==> src/rtl/qnet_frame_swctl.sv <==
// qnet_frame_swctl: frame-synchronous sequencer for the fast optical switch
// control (sw_ctl) and the scope trigger (trig_out). Each frame starts on a
// DAC-transfer go pulse. The switch window and the trigger pulse are placed
// relative to the in-frame cycle counter. The block counts frames and stops
// after a programmed number of frames, or runs until abort when that number is 0.
module qnet_frame_swctl #(
  parameter int CNT_W     = 16,
  parameter int FRM_W     = 16,
  parameter int TRIG_CYCS = 8
) (
  input  logic             clk,
  input  logic             rst,
  input  logic             arm,
  input  logic             abort,
  input  logic             go,
  input  logic [CNT_W-1:0] cfg_period,
  input  logic [CNT_W-1:0] cfg_sw_dly,
  input  logic [CNT_W-1:0] cfg_sw_len,
  input  logic [FRM_W-1:0] cfg_num_frm,
  output logic             sw_ctl,
  output logic             trig_out,
  output logic             busy,
  output logic [FRM_W-1:0] frm_cnt,
  output logic             done
);

  localparam logic [1:0] ST_IDLE  = 2'd0;
  localparam logic [1:0] ST_ARMED = 2'd1;
  localparam logic [1:0] ST_RUN   = 2'd2;

  localparam logic [CNT_W-1:0] CYC_ONE  = CNT_W'(1);
  localparam logic [CNT_W-1:0] PER_MIN  = CNT_W'(2);
  localparam logic [FRM_W-1:0] FRM_ONE  = FRM_W'(1);
  localparam logic [CNT_W:0]   TRIG_LIM = (CNT_W+1)'(TRIG_CYCS);

  logic [1:0]       state, state_nxt;
  logic [CNT_W-1:0] cyc, cyc_nxt;
  logic [FRM_W-1:0] frm_nxt;
  logic             done_nxt;
  logic             latch_cfg;

  // Shadow configuration, captured at arm time and frozen for the whole run.
  logic [CNT_W-1:0] per_q;
  logic [CNT_W-1:0] dly_q;
  logic [CNT_W:0]   end_q;    // exclusive end of the switch window
  logic [FRM_W-1:0] num_q;

  // Values captured at arm: period clamped to 2, window end clipped to the frame.
  logic [CNT_W-1:0] per_clamp;
  logic [CNT_W:0]   win_sum;
  logic [CNT_W:0]   win_end;

  logic             run_nxt;
  logic             sw_nxt;
  logic             trig_nxt;
  logic [FRM_W-1:0] frm_inc;
  logic             frame_last;

  // Config pre-processing. The dly+len sum is one bit wider so it cannot wrap.
  always_comb begin
    per_clamp = (cfg_period < PER_MIN) ? PER_MIN : cfg_period;
    win_sum   = {1'b0, cfg_sw_dly} + {1'b0, cfg_sw_len};
    win_end   = (win_sum < {1'b0, per_clamp}) ? win_sum : {1'b0, per_clamp};
  end

  assign frm_inc    = frm_cnt + FRM_ONE;
  assign frame_last = (cyc == (per_q - CYC_ONE));

  // Next-state, cycle counter and frame counter decode.
  always_comb begin
    // NOTE: every variable gets a default first, so no path can infer a latch.
    state_nxt = state;
    cyc_nxt   = cyc;
    frm_nxt   = frm_cnt;
    done_nxt  = 1'b0;
    latch_cfg = 1'b0;
    case (state)
      ST_IDLE: begin
        if (arm) begin
          latch_cfg = 1'b1;
          state_nxt = ST_ARMED;
        end
      end
      ST_ARMED: begin
        if (abort) begin
          state_nxt = ST_IDLE;
        end else if (go) begin
          state_nxt = ST_RUN;
          cyc_nxt   = '0;
          frm_nxt   = '0;
        end else if (arm) begin
          latch_cfg = 1'b1;
        end
      end
      ST_RUN: begin
        if (abort) begin
          state_nxt = ST_IDLE;
        end else if (frame_last) begin
          cyc_nxt = '0;
          frm_nxt = frm_inc;
          if ((num_q != '0) && (frm_inc == num_q)) begin
            state_nxt = ST_IDLE;
            done_nxt  = 1'b1;
          end
        end else begin
          cyc_nxt = cyc + CYC_ONE;
        end
      end
      default: state_nxt = ST_IDLE;
    endcase
  end

  // The outputs are decoded from next-cycle values and then registered.
  // This makes them visible in the same cycle as the cyc value they belong to.
  always_comb begin
    run_nxt  = (state_nxt == ST_RUN);
    sw_nxt   = run_nxt && (cyc_nxt >= dly_q) && ({1'b0, cyc_nxt} < end_q);
    trig_nxt = run_nxt && ({1'b0, cyc_nxt} < TRIG_LIM);
  end

  // State, counters and registered outputs.
  always_ff @(posedge clk) begin
    // NOTE: sequential state uses non-blocking assignments only. Every register
    // then samples values from before the edge, whatever the statement order.
    if (rst) begin
      state    <= ST_IDLE;
      cyc      <= '0;
      frm_cnt  <= '0;
      sw_ctl   <= 1'b0;
      trig_out <= 1'b0;
      busy     <= 1'b0;
      done     <= 1'b0;
    end else begin
      state    <= state_nxt;
      cyc      <= cyc_nxt;
      frm_cnt  <= frm_nxt;
      sw_ctl   <= sw_nxt;
      trig_out <= trig_nxt;
      busy     <= (state_nxt != ST_IDLE);
      done     <= done_nxt;
    end
  end

  // Shadow configuration registers, loaded only on an accepted arm.
  always_ff @(posedge clk) begin
    // NOTE: the shadow registers are reset on purpose. A reset mid-run must
    // clear the old settings, so no stale window survives into a later run.
    if (rst) begin
      per_q <= PER_MIN;
      dly_q <= '0;
      end_q <= '0;
      num_q <= '0;
    end else if (latch_cfg) begin
      per_q <= per_clamp;
      dly_q <= cfg_sw_dly;
      end_q <= win_end;
      num_q <= cfg_num_frm;
    end
  end

endmodule

==> config.mk <==
export PLATFORM = sky130hd
export DESIGN_NAME = qnet_frame_swctl
export DESIGN_NICKNAME = d
export VERILOG_FILES = /design/src/rtl/qnet_frame_swctl.sv
export SDC_FILE = /design/constraint.sdc
export NUM_CORES = 1
export LEC_CHECK = 0
export BUFFER_PORTS_ARGS = -buffer_cell sky130_fd_sc_hd__buf_2
export CAP_MARGIN = 15
export CORE_MARGIN = 2
export CORE_UTILIZATION = 40
export CTS_CLUSTER_SIZE = 20
export DETAILED_ROUTE_END_ITERATION = 16
export PLACE_DENSITY_LB_ADDON = 0.12
export SLEW_MARGIN = 20
export SYNTH_ARGS = -nofsm -noshare
export SYNTH_HDL_FRONTEND = slang
export SYNTH_SLANG_ARGS = --single-unit
==> constraint.sdc <==
create_clock -name clk -period 4 [get_ports clk]
set_input_delay 0.4 -clock clk [delete_from_list [all_inputs] [get_ports clk]]
set_output_delay 0.4 -clock clk [all_outputs]
set_load 0.005 [all_outputs]
==> impl_metrics.env, run 1 <==
export IMPL_status="finished, violations left"
export IMPL_violations="setup timing"
export IMPL_finalWirelength_um=22060
export IMPL_yosys_warnings=0
export IMPL_startpoint_type="flop"
export IMPL_setup_viol=1
export IMPL_htree_levels=3
export IMPL_syn_instance_count=997
export IMPL_drc=0
export IMPL_cpPeakStageDelay_ps=530
export IMPL_cp_common_cell="a21o_1"
export IMPL_antenna_found_initial=0
export IMPL_via_count=7510
export IMPL_slew_violations=0
export IMPL_dpl_cell_count=1350
export IMPL_routed_via_density=5.446
export IMPL_rsz0062_at_grt="yes"
export IMPL_setup_slack_ps=-38.52
export IMPL_cts_buffers=9
export IMPL_clock_root_buffer="clkbuf_16"
export IMPL_clock_latency_ps=360
export IMPL_first_pass_iters=5
export IMPL_drt_iter0_drc=421
export IMPL_crit_family="simple AND/OR/NAND/NOR gates"
export IMPL_synth_main_ff_cell="dfxtp_1"
export IMPL_hpwl_um=17070
export IMPL_place_area_um2=8718
export IMPL_die_y_um=141.7
export IMPL_power_density_nw_per_um2=321.5
export IMPL_overflow=0
export IMPL_timing_hold_ws_ps=265.1
export IMPL_cp_num_buf_inv=2
export IMPL_max_freq_mhz=247.6
export IMPL_antenna_cells=0
export IMPL_final_common_cell="nand2_1"
export IMPL_final_cell_mix="nand2_1, dfxtp_1, buf_4"
export IMPL_hold_class="in2reg"
export IMPL_nFillCells=1873
export IMPL_fin_area_um2=9358
export IMPL_highest_layer="met4"
export IMPL_maxCapViolCount=0
export IMPL_ys_async_sr_fraction_pct=0
export IMPL_setup_worst_path_end_class="flop"
export IMPL_synth_edf_count=0
export IMPL_drtAntennaViolNets=0
export IMPL_initial_core_util_pct=40.66
export IMPL_worst_pin_slew_ps=780.0
export IMPL_die_w_um=141.7
export IMPL_total_power_uw=3008
export IMPL_irDropWorstVdd_mv=0.1613
export IMPL_hold_violations=0
export IMPL_ios=89
export IMPL_dr_wl_met2_um=10170
export IMPL_synth_seq_cells=103
export IMPL_grt_start_max_net_pins=79
export IMPL_fp_coreArea_um2=18640
export IMPL_clock_skew_ps=14.74
export IMPL_die_area_um2=20070
export IMPL_critPathMaxFanout=6
export IMPL_post_drt_wl_per_cell_um=15.99
export IMPL_syn_area_per_cell_um2=7.603
export IMPL_yosysSeqAreaShare_pct=27.20
export IMPL_cts_buffer_depth=2
export IMPL_syn_to_final_growth_pct=23.46
export IMPL_critPathRequiredTime_ps=4260
export IMPL_postCtsHoldBufs=0
export IMPL_clkTransAtPathRegs_ps=80
export IMPL_drive_gt1_share_pct=23.06
export IMPL_rows=50
export IMPL_final_core_utilization_pct=50.19
export IMPL_port_buffer_count=88
export IMPL_fin_cells=1379
export IMPL_grt_pass1_vias=7299
export IMPL_met1_length_um=10710
export IMPL_min_period_over_period_pct=101.0
export IMPL_cts_tree="yes"
export IMPL_place_congestion=0.8609
export IMPL_cts_sinks=103
export IMPL_syn_nets=1136
export IMPL_wl_met3_um=850
export IMPL_netlist_area_um2=7580
export IMPL_crit_chain="or4_4 > or4_1 > a21o_1 > a21oi_2 > and4b_2 > buf_6 > buf_6 > nor4b_2 > a21o_1 > ha_1 > a21o_1 > a21o_1 > a21o_1 > a21o_1 > a21oi_2 > a21o_1 > a31oi_1 > nor4_1"
export IMPL_grt_total_usage_pct=22.53
export IMPL_critPathArrivalTime_ps=4300
export IMPL_period_minus_slack_ps=4039
export IMPL_p_leak_uw=0.004161
export IMPL_nNetsFinal=1279
export IMPL_grt_pass1_wl_um=36630
export IMPL_ys_types=74
export IMPL_worst_path_max_delay_cell="or4_4"
export IMPL_maxSlewHeadroom_pct=48.00
export IMPL_crit_type="reg2reg"
## area by class of cell
cell class / count / area (um^2) / area share [%]
Multi-Input combinational cell: 778 / 5260 / 56.21
Sequential cell: 103 / 2067 / 22.09
Timing Repair Buffer: 184 / 1175 / 12.56
Tap cell: 234 / 292.8 / 3.129
Inverter: 64 / 240.2 / 2.567
Clock buffer: 9 / 225.2 / 2.407
Clock inverter: 7 / 97.59 / 1.043
## synthesized netlist by cell type (3+ instances only)
cell,n,area [um^2]
nand2_1,134,503.0
dfxtp_1,103,2062
a21oi_1,96,480.5
ha_1,69,863.3
inv_1,64,240.2
nor2_1,58,217.7
o21ai_0,56,280.3
clkbuf_1,41,153.9
xnor2_1,32,280.3
a21o_1,29,217.7
nor3_1,27,135.1
nand3_1,26,130.1
a211oi_1,24,180.2
xor2_1,24,210.2
nor2b_1,21,131.4
nor4_1,20,125.1
nand4_1,18,112.6
or3_1,14,87.58
and3_1,13,81.33
o31ai_1,8,60.06
a31oi_1,6,37.54
o21a_1,6,45.04
and2_1,5,31.28
nor4b_1,5,43.79
or4_1,5,37.54
and4_1,4,35.03
buf_1,4,15.01
nand2b_1,4,25.02
nor3b_1,4,30.03
o211ai_1,4,30.03
or3b_2,4,35.03
a2111oi_0,3,26.28
a211o_1,3,26.28
a22o_1,3,26.28
a311oi_1,3,26.28
clkbuf_8,3,41.29
mux2i_1,3,30.03
o21ai_1,3,15.01
o31a_1,3,26.28
## timing repair
action,in CTS,in global routing
setup endpoints to repair,1,17
buffers inserted,8,4
gates resized for setup,23,23
cloned,0,1
pin swaps,32,13
## cell families (layout without fill, tap and decap cells)
group           Yosys count  in the layout  share of synthesized area [%]
simple gates            380            380                          25.62
compound gates          269            269                          22.24
buf+inv                 116            264                          6.421
flops                   103            103                          27.20
fa+ha+maj                70             70                          11.65
xor+xnor                 56             56                          6.471
mux                       3              3                         0.3962
## metal layers
metal | global-route usage, % | vias to the layer above
li1 | - | 3864
met1 | 30.39 | 3474
met2 | 38.02 | 149
met3 | 3.240 | 23
met4 | 5.526 | 0
met5 | 0 | -
## sequential cells by signal, summed over array words and instances (netlist names)
signal and count:
done 1, dly_q 16, cyc 16, num_q 16, trig_out 1, busy 1
sw_ctl 1, state 2, frm_cnt 16, per_q 16, end_q 17
## where the power goes
part | leakage, uW | switching (uW) | total [uW] | internal, uW
Sequential | 0.000843 | 54.3 | 1140 | 1090
Combinational | 0.00316 | 504 | 906 | 402
Clock | 0.000158 | 451 | 958 | 507
## worst register-to-register path, stage by stage (launching register included)
cell and delay (ps):
dfxtp_2 330, or4_4 530, or4_1 530, a21o_1 220, a21oi_2 110, and4b_2 330
buf_6 150, buf_6 100, nor4b_2 40, a21o_1 190, ha_1 300, a21o_1 190
a21o_1 150, a21o_1 140, a21o_1 150, a21oi_2 140, a21o_1 120, a31oi_1 30
nor4_1 190
## path summary, 6_finish.rpt
kind | end | depth (start not counted) | slack [ps] | start
min | num_q[10] | 3 | 270 | cfg_num_frm[10]
min reg2reg | dly_q[10] | 2 | 460 | dly_q[10]
max reg2reg | sw_ctl | 18 | -40 | per_q[3]
max | sw_ctl | 18 | -40 | per_q[3]
## per-stage QoR
step	setup TNS (ps)	worst slack [ps]
final	-38.52	-38.52
after global routing	-214.7	-214.7
after CTS	-141.2	-141.2
after detailed placement	-3708	-379.1
after global placement	-3619	-406.8
after floorplan	0	1.624
Note: power is estimated with default switching activity, not from simulation.
==> inputs of run 2 (changes only) <==
--- a/config.mk
+++ b/config.mk
@@ -8,7 +8,7 @@
 export BUFFER_PORTS_ARGS = -buffer_cell sky130_fd_sc_hd__buf_2
 export CAP_MARGIN = 15
 export CORE_MARGIN = 2
-export CORE_UTILIZATION = 40
+export CORE_UTILIZATION = 54
 export CTS_CLUSTER_SIZE = 20
 export DETAILED_ROUTE_END_ITERATION = 16
 export PLACE_DENSITY_LB_ADDON = 0.12
==> impl_metrics.env, run 2 (same netlist as run 1, synthesis figures left out) <==
export IMPL_status="finished, violations left"
export IMPL_violations="setup timing"
export IMPL_rows=43
export IMPL_drive_gt1_share_pct=22.07
export IMPL_antenna_cells=0
export IMPL_post_drt_wl_per_cell_um=15.64
export IMPL_die_area_um2=15000
export IMPL_final_core_utilization_pct=66.48
export IMPL_final_common_cell="nand2_1"
export IMPL_startpoint_type="flop"
export IMPL_nNetsFinal=1267
export IMPL_drc=0
export IMPL_rsz0062_at_grt="yes"
export IMPL_nFillCells=1265
export IMPL_antenna_found_initial=0
export IMPL_ios=89
export IMPL_crit_type="reg2reg"
export IMPL_grt_pass1_wl_um=33230
export IMPL_cts_sinks=103
export IMPL_setup_viol=1
export IMPL_fp_coreArea_um2=13770
export IMPL_finalWirelength_um=20530
export IMPL_hold_violations=0
export IMPL_period_minus_slack_ps=4096
export IMPL_grt_total_usage_pct=27.87
export IMPL_via_count=7541
export IMPL_grt_start_max_net_pins=103
export IMPL_routed_via_density=5.743
export IMPL_worst_path_max_delay_cell="or4_4"
export IMPL_clock_skew_ps=11.94
export IMPL_grt_pass1_vias=6862
export IMPL_port_buffer_count=88
export IMPL_max_freq_mhz=244.1
export IMPL_critPathRequiredTime_ps=4240
export IMPL_crit_chain="or4_4 > buf_4 > or3_1 > a21o_2 > a32oi_1 > and4b_2 > buf_6 > o31ai_1 > a21o_1 > ha_1 > a21o_1 > a2111oi_2 > o21ai_2 > a31o_2 > a211oi_2 > nor4_1"
export IMPL_maxSlewHeadroom_pct=25.86
export IMPL_hold_class="in2reg"
export IMPL_critPathArrivalTime_ps=4340
export IMPL_overflow=0
export IMPL_largest_register="end_q"
export IMPL_syn_to_final_growth_pct=20.80
export IMPL_clock_latency_ps=360
export IMPL_hpwl_um=15570
export IMPL_worst_pin_slew_ps=1112
export IMPL_cp_num_buf_inv=2
export IMPL_setup_slack_ps=-96.43
export IMPL_htree_levels=3
export IMPL_min_period_over_period_pct=102.4
export IMPL_largest_reg_flops=17
export IMPL_slew_violations=0
export IMPL_cts_tree="yes"
export IMPL_first_pass_iters=5
export IMPL_irDropWorstVdd_mv=0.2042
export IMPL_cp_common_cell="a21o_1"
export IMPL_maxCapViolCount=0
export IMPL_p_leak_uw=0.004068
export IMPL_critPathMaxFanout=6
export IMPL_cts_buffer_depth=2
export IMPL_cpPeakStageDelay_ps=540
export IMPL_post_place_ws_ps=-258.2
export IMPL_initial_core_util_pct=55.03
export IMPL_postCtsHoldBufs=0
export IMPL_die_y_um=122.5
export IMPL_die_w_um=122.5
export IMPL_total_power_uw=2891
export IMPL_clock_root_buffer="clkbuf_16"
export IMPL_drtAntennaViolNets=0
export IMPL_cts_buffers=9
export IMPL_final_cell_mix="nand2_1, dfxtp_1, a21oi_1"
export IMPL_drt_iter0_drc=561
export IMPL_crit_family="compound AO/OA/AOI/OAI gates"
export IMPL_power_density_nw_per_um2=315.7
export IMPL_setup_worst_path_end_class="flop"
export IMPL_clkTransAtPathRegs_ps=80
export IMPL_timing_hold_ws_ps=271.4
export IMPL_place_congestion=0.9152
==> run 2: stage by stage <==
stage | TNS, ps | instance area [um^2] | instances
floorplan | 0 | 7612 | 997
global placement | -663.1 | 8603 | 1288
detailed placement | -2069 | 8603 | 1288
CTS | -87.76 | 9079 | 1312
global route | -270.3 | 9156 | 1313
finish | -96.43 | 9156 | 1313
==> run 2: routing by layer <==
| layer | routed length [um] | vias to the layer above | GRT usage, % |
|---|---|---|---|
| li1 | - | 3829 | - |
| met5 | 0 | - | 0 |
| met3 | 1045 | 22 | 4.461 |
| met2 | 9192 | 205 | 44.62 |
| met4 | 296 | 0 | 7.112 |
| met1 | 9995 | 3485 | 39.09 |
==> run 2: final timing paths <==
check / from / endpoint / slack (ps) / depth (start not counted)
max: per_q[3] / sw_ctl / -100 / 16
min: cfg_num_frm[15] / num_q[15] / 270 / 3
max reg2reg: per_q[3] / sw_ctl / -100 / 16
min reg2reg: dly_q[11] / dly_q[11] / 460 / 2
==> run 2: tightest hold or removal path, stage by stage <==
cell,delay (ps)
buf_2,90
nand2_1,40
a21oi_1,50
==> run 2: cell type report <==
type	instances	area, um^2	share of cell area [%]
sequential	103	2067	22.57
timing repair buffer	172	1090	11.90
multi-input combinational	778	5234	57.16
inverter	64	240.2	2.624
clock inverter	7	75.07	0.8199
tap	180	225.2	2.460
clock buffer	9	225.2	2.460
==> run 2: report_power, final <==
group,switching (uW),internal [uW]
combinational,481,384
clock,443,441
sequential,50.3,1090
==> run 2: repair_timing <==
item | in CTS | in global routing
pin swaps | 28 | 12
gates cloned | 0 | 0
resized for setup | 27 | 12
endpoints found under the setup margin | 1 | 17
buffers inserted | 8 | 1
endpoints found under the hold margin | 0 | 0
==> inputs of run 3 (changes only) <==
==> constraint.sdc (replaced) <==
create_clock -name clk -period 4 [get_ports clk]
set_input_delay 0.2 -clock clk [delete_from_list [all_inputs] [get_ports clk]]
set_output_delay 0.2 -clock clk [all_outputs]
set_load 0.005 [all_outputs]
==> impl_metrics.env, run 3 (same netlist as run 1, synthesis figures left out) <==
export IMPL_final_cell_mix="nand2_1, dfxtp_1, a21oi_1"
export IMPL_setup_slack_ps=-61.90
export IMPL_grt_total_usage_pct=28.06
export IMPL_p_sw_share_pct=33.82
export IMPL_htree_levels=3
export IMPL_post_drt_wl_per_cell_um=15.96
export IMPL_antenna_cells=0
export IMPL_worst_pin_slew_ps=1099
export IMPL_period_minus_slack_ps=4062
export IMPL_hold_violations=0
export IMPL_final_common_cell="nand2_1"
export IMPL_power_frac_comb_pct=30.0
export IMPL_routed_via_density=5.791
export IMPL_cts_tree="yes"
export IMPL_critPathArrivalTime_ps=4310
export IMPL_fp_coreArea_um2=13770
export IMPL_crit_chain="or4_4 > buf_4 > xor2_1 > a41oi_2 > nor4_1 > and4b_2 > or2_4 > or3_4 > o21ai_4 > ha_1 > a21o_1 > a211oi_2 > o21ai_2 > a21oi_2 > o21ai_1 > a31o_2 > a211oi_2 > nor4_1"
export IMPL_cpPeakStageDelay_ps=540
export IMPL_drt_iter0_drc=596
export IMPL_p_leak_uw=0.004055
export IMPL_nNetsFinal=1262
export IMPL_maxCapViolCount=0
export IMPL_die_w_um=122.5
export IMPL_total_power_uw=2901
export IMPL_first_pass_iters=5
export IMPL_grt_pass1_vias=6961
export IMPL_port_buffer_count=88
export IMPL_clock_root_buffer="clkbuf_16"
export IMPL_worst_path_max_delay_cell="or4_4"
export IMPL_fin_cells=1308
export IMPL_cp_num_buf_inv=1
export IMPL_rows=43
export IMPL_max_freq_mhz=246.2
export IMPL_switchingPower_uw=980.9
export IMPL_finalWirelength_um=20880
export IMPL_hold_class="in2reg"
export IMPL_grt_start_max_net_pins=103
export IMPL_min_period_over_period_pct=101.5
export IMPL_drive_gt1_share_pct=21.28
export IMPL_clock_skew_ps=8.613
export IMPL_critPathRequiredTime_ps=4250
export IMPL_dpl_cell_count=1282
export IMPL_drc=0
export IMPL_maxSlewHeadroom_pct=26.72
export IMPL_overflow=0
export IMPL_irDropWorstVdd_mv=0.2038
export IMPL_drtAntennaViolNets=0
export IMPL_largest_reg_flops=17
export IMPL_via_count=7574
export IMPL_violations="setup timing"
export IMPL_clock_latency_ps=370
export IMPL_power_density_nw_per_um2=319.2
export IMPL_crit_family="simple AND/OR/NAND/NOR gates"
export IMPL_postCtsHoldBufs=0
export IMPL_status="finished, violations left"
export IMPL_initial_core_util_pct=55.03
export IMPL_place_congestion=0.9369
export IMPL_critPathMaxFanout=6
export IMPL_die_y_um=122.5
export IMPL_cts_buffers=9
export IMPL_slew_violations=0
export IMPL_crit_type="reg2reg"
export IMPL_startpoint_type="flop"
export IMPL_grt_pass1_wl_um=33350
export IMPL_syn_to_final_growth_pct=19.89
export IMPL_power_frac_seq_pct=39.4
export IMPL_largest_register="end_q"
export IMPL_p_int_uw=1920
export IMPL_setup_viol=1
export IMPL_die_area_um2=15000
export IMPL_cts_buffer_depth=2
export IMPL_antenna_found_initial=0
export IMPL_clkTransAtPathRegs_ps=80
export IMPL_setup_worst_path_end_class="flop"
export IMPL_cts_sinks=103
export IMPL_ios=89
export IMPL_rsz0062_at_grt="yes"
export IMPL_clkPwrFrac_pct=30.7
export IMPL_hpwl_um=15600
## run 3: cell types whose count changed in the layout (fill, tap and decap cells not counted), sizes merged
cell      delta
clkinvlp     -1
inv          +3
clkinv       -2
buf          -5
## run 3: worst min-delay path: stages
cell,delay (ps)
buf_2,90
nand2_1,40
a21oi_1,50
## run 3: what timing repair did
action                     CTS  global route
buffers inserted             7             3
pin swaps                   20            26
gates cloned                 0             0
gates resized for setup     15            22
setup endpoints to repair    1             2
## run 3: through the flow
stage	hold WS [ps]	TNS (ps)	utilization [%]	area, um^2	setup WS (ps)
6_report	60.49	-61.90	65.98	9087	-61.90
5_1_grt	76.32	-318.7	65.98	9087	-314.2
3_3_place_gp	441.6	-144.0	62.23	8571	-144.0
4_1_cts	63.67	-67.89	65.13	8970	-67.89
3_5_place_dp	448.0	-181.0	62.23	8571	-170.7
2_1_floorplan	328.4	0	-	7612	1.624
## run 3: final cells by class
| type | instances | area, um^2 |
|---|---|---|
| Clock inverter | 7 | 71.32 |
| Timing Repair Buffer | 167 | 1065 |
| Clock buffer | 9 | 225.2 |
| Inverter | 64 | 240.2 |
| Tap cell | 180 | 225.2 |
| Fill cell | 1250 | 4686 |
| Sequential cell | 103 | 2067 |
| Multi-Input combinational cell | 778 | 5194 |
## run 3: final timing paths
| check | startpoint | to | slack [ps] | cells after the start |
|---|---|---|---|---|
| max | per_q[12] | sw_ctl | -60 | 18 |
| min | cfg_num_frm[15] | num_q[15] | 60 | 3 |
| max reg2reg | per_q[12] | sw_ctl | -60 | 18 |
| min reg2reg | dly_q[14] | dly_q[14] | 460 | 2 |
## run 3: routing by layer
| metal | vias up | share of wire (%) | routed length (um) | global-route usage (%) |
|---|---|---|---|---|
| met2 | 239 | 45 | 9361 | 43.99 |
| li1 | 3825 | - | - | - |
| met1 | 3470 | 47 | 9782 | 39.08 |
| met4 | 0 | 2.7 | 554 | 10.06 |
| met5 | - | 0 | 0 | 0 |
| met3 | 40 | 5.6 | 1179 | 4.229 |
## run 3: power by group through the flow
stage / logic [uW] / clock network (uW) / registers (uW)
floorplan: 575 / 0 / 1150
detailed placement: 826 / 0 / 1160
CTS: 846 / 898 / 1140
global placement: 818 / 0 / 1160
finish: 869 / 890 / 1140
global route: 972 / 946 / 1150
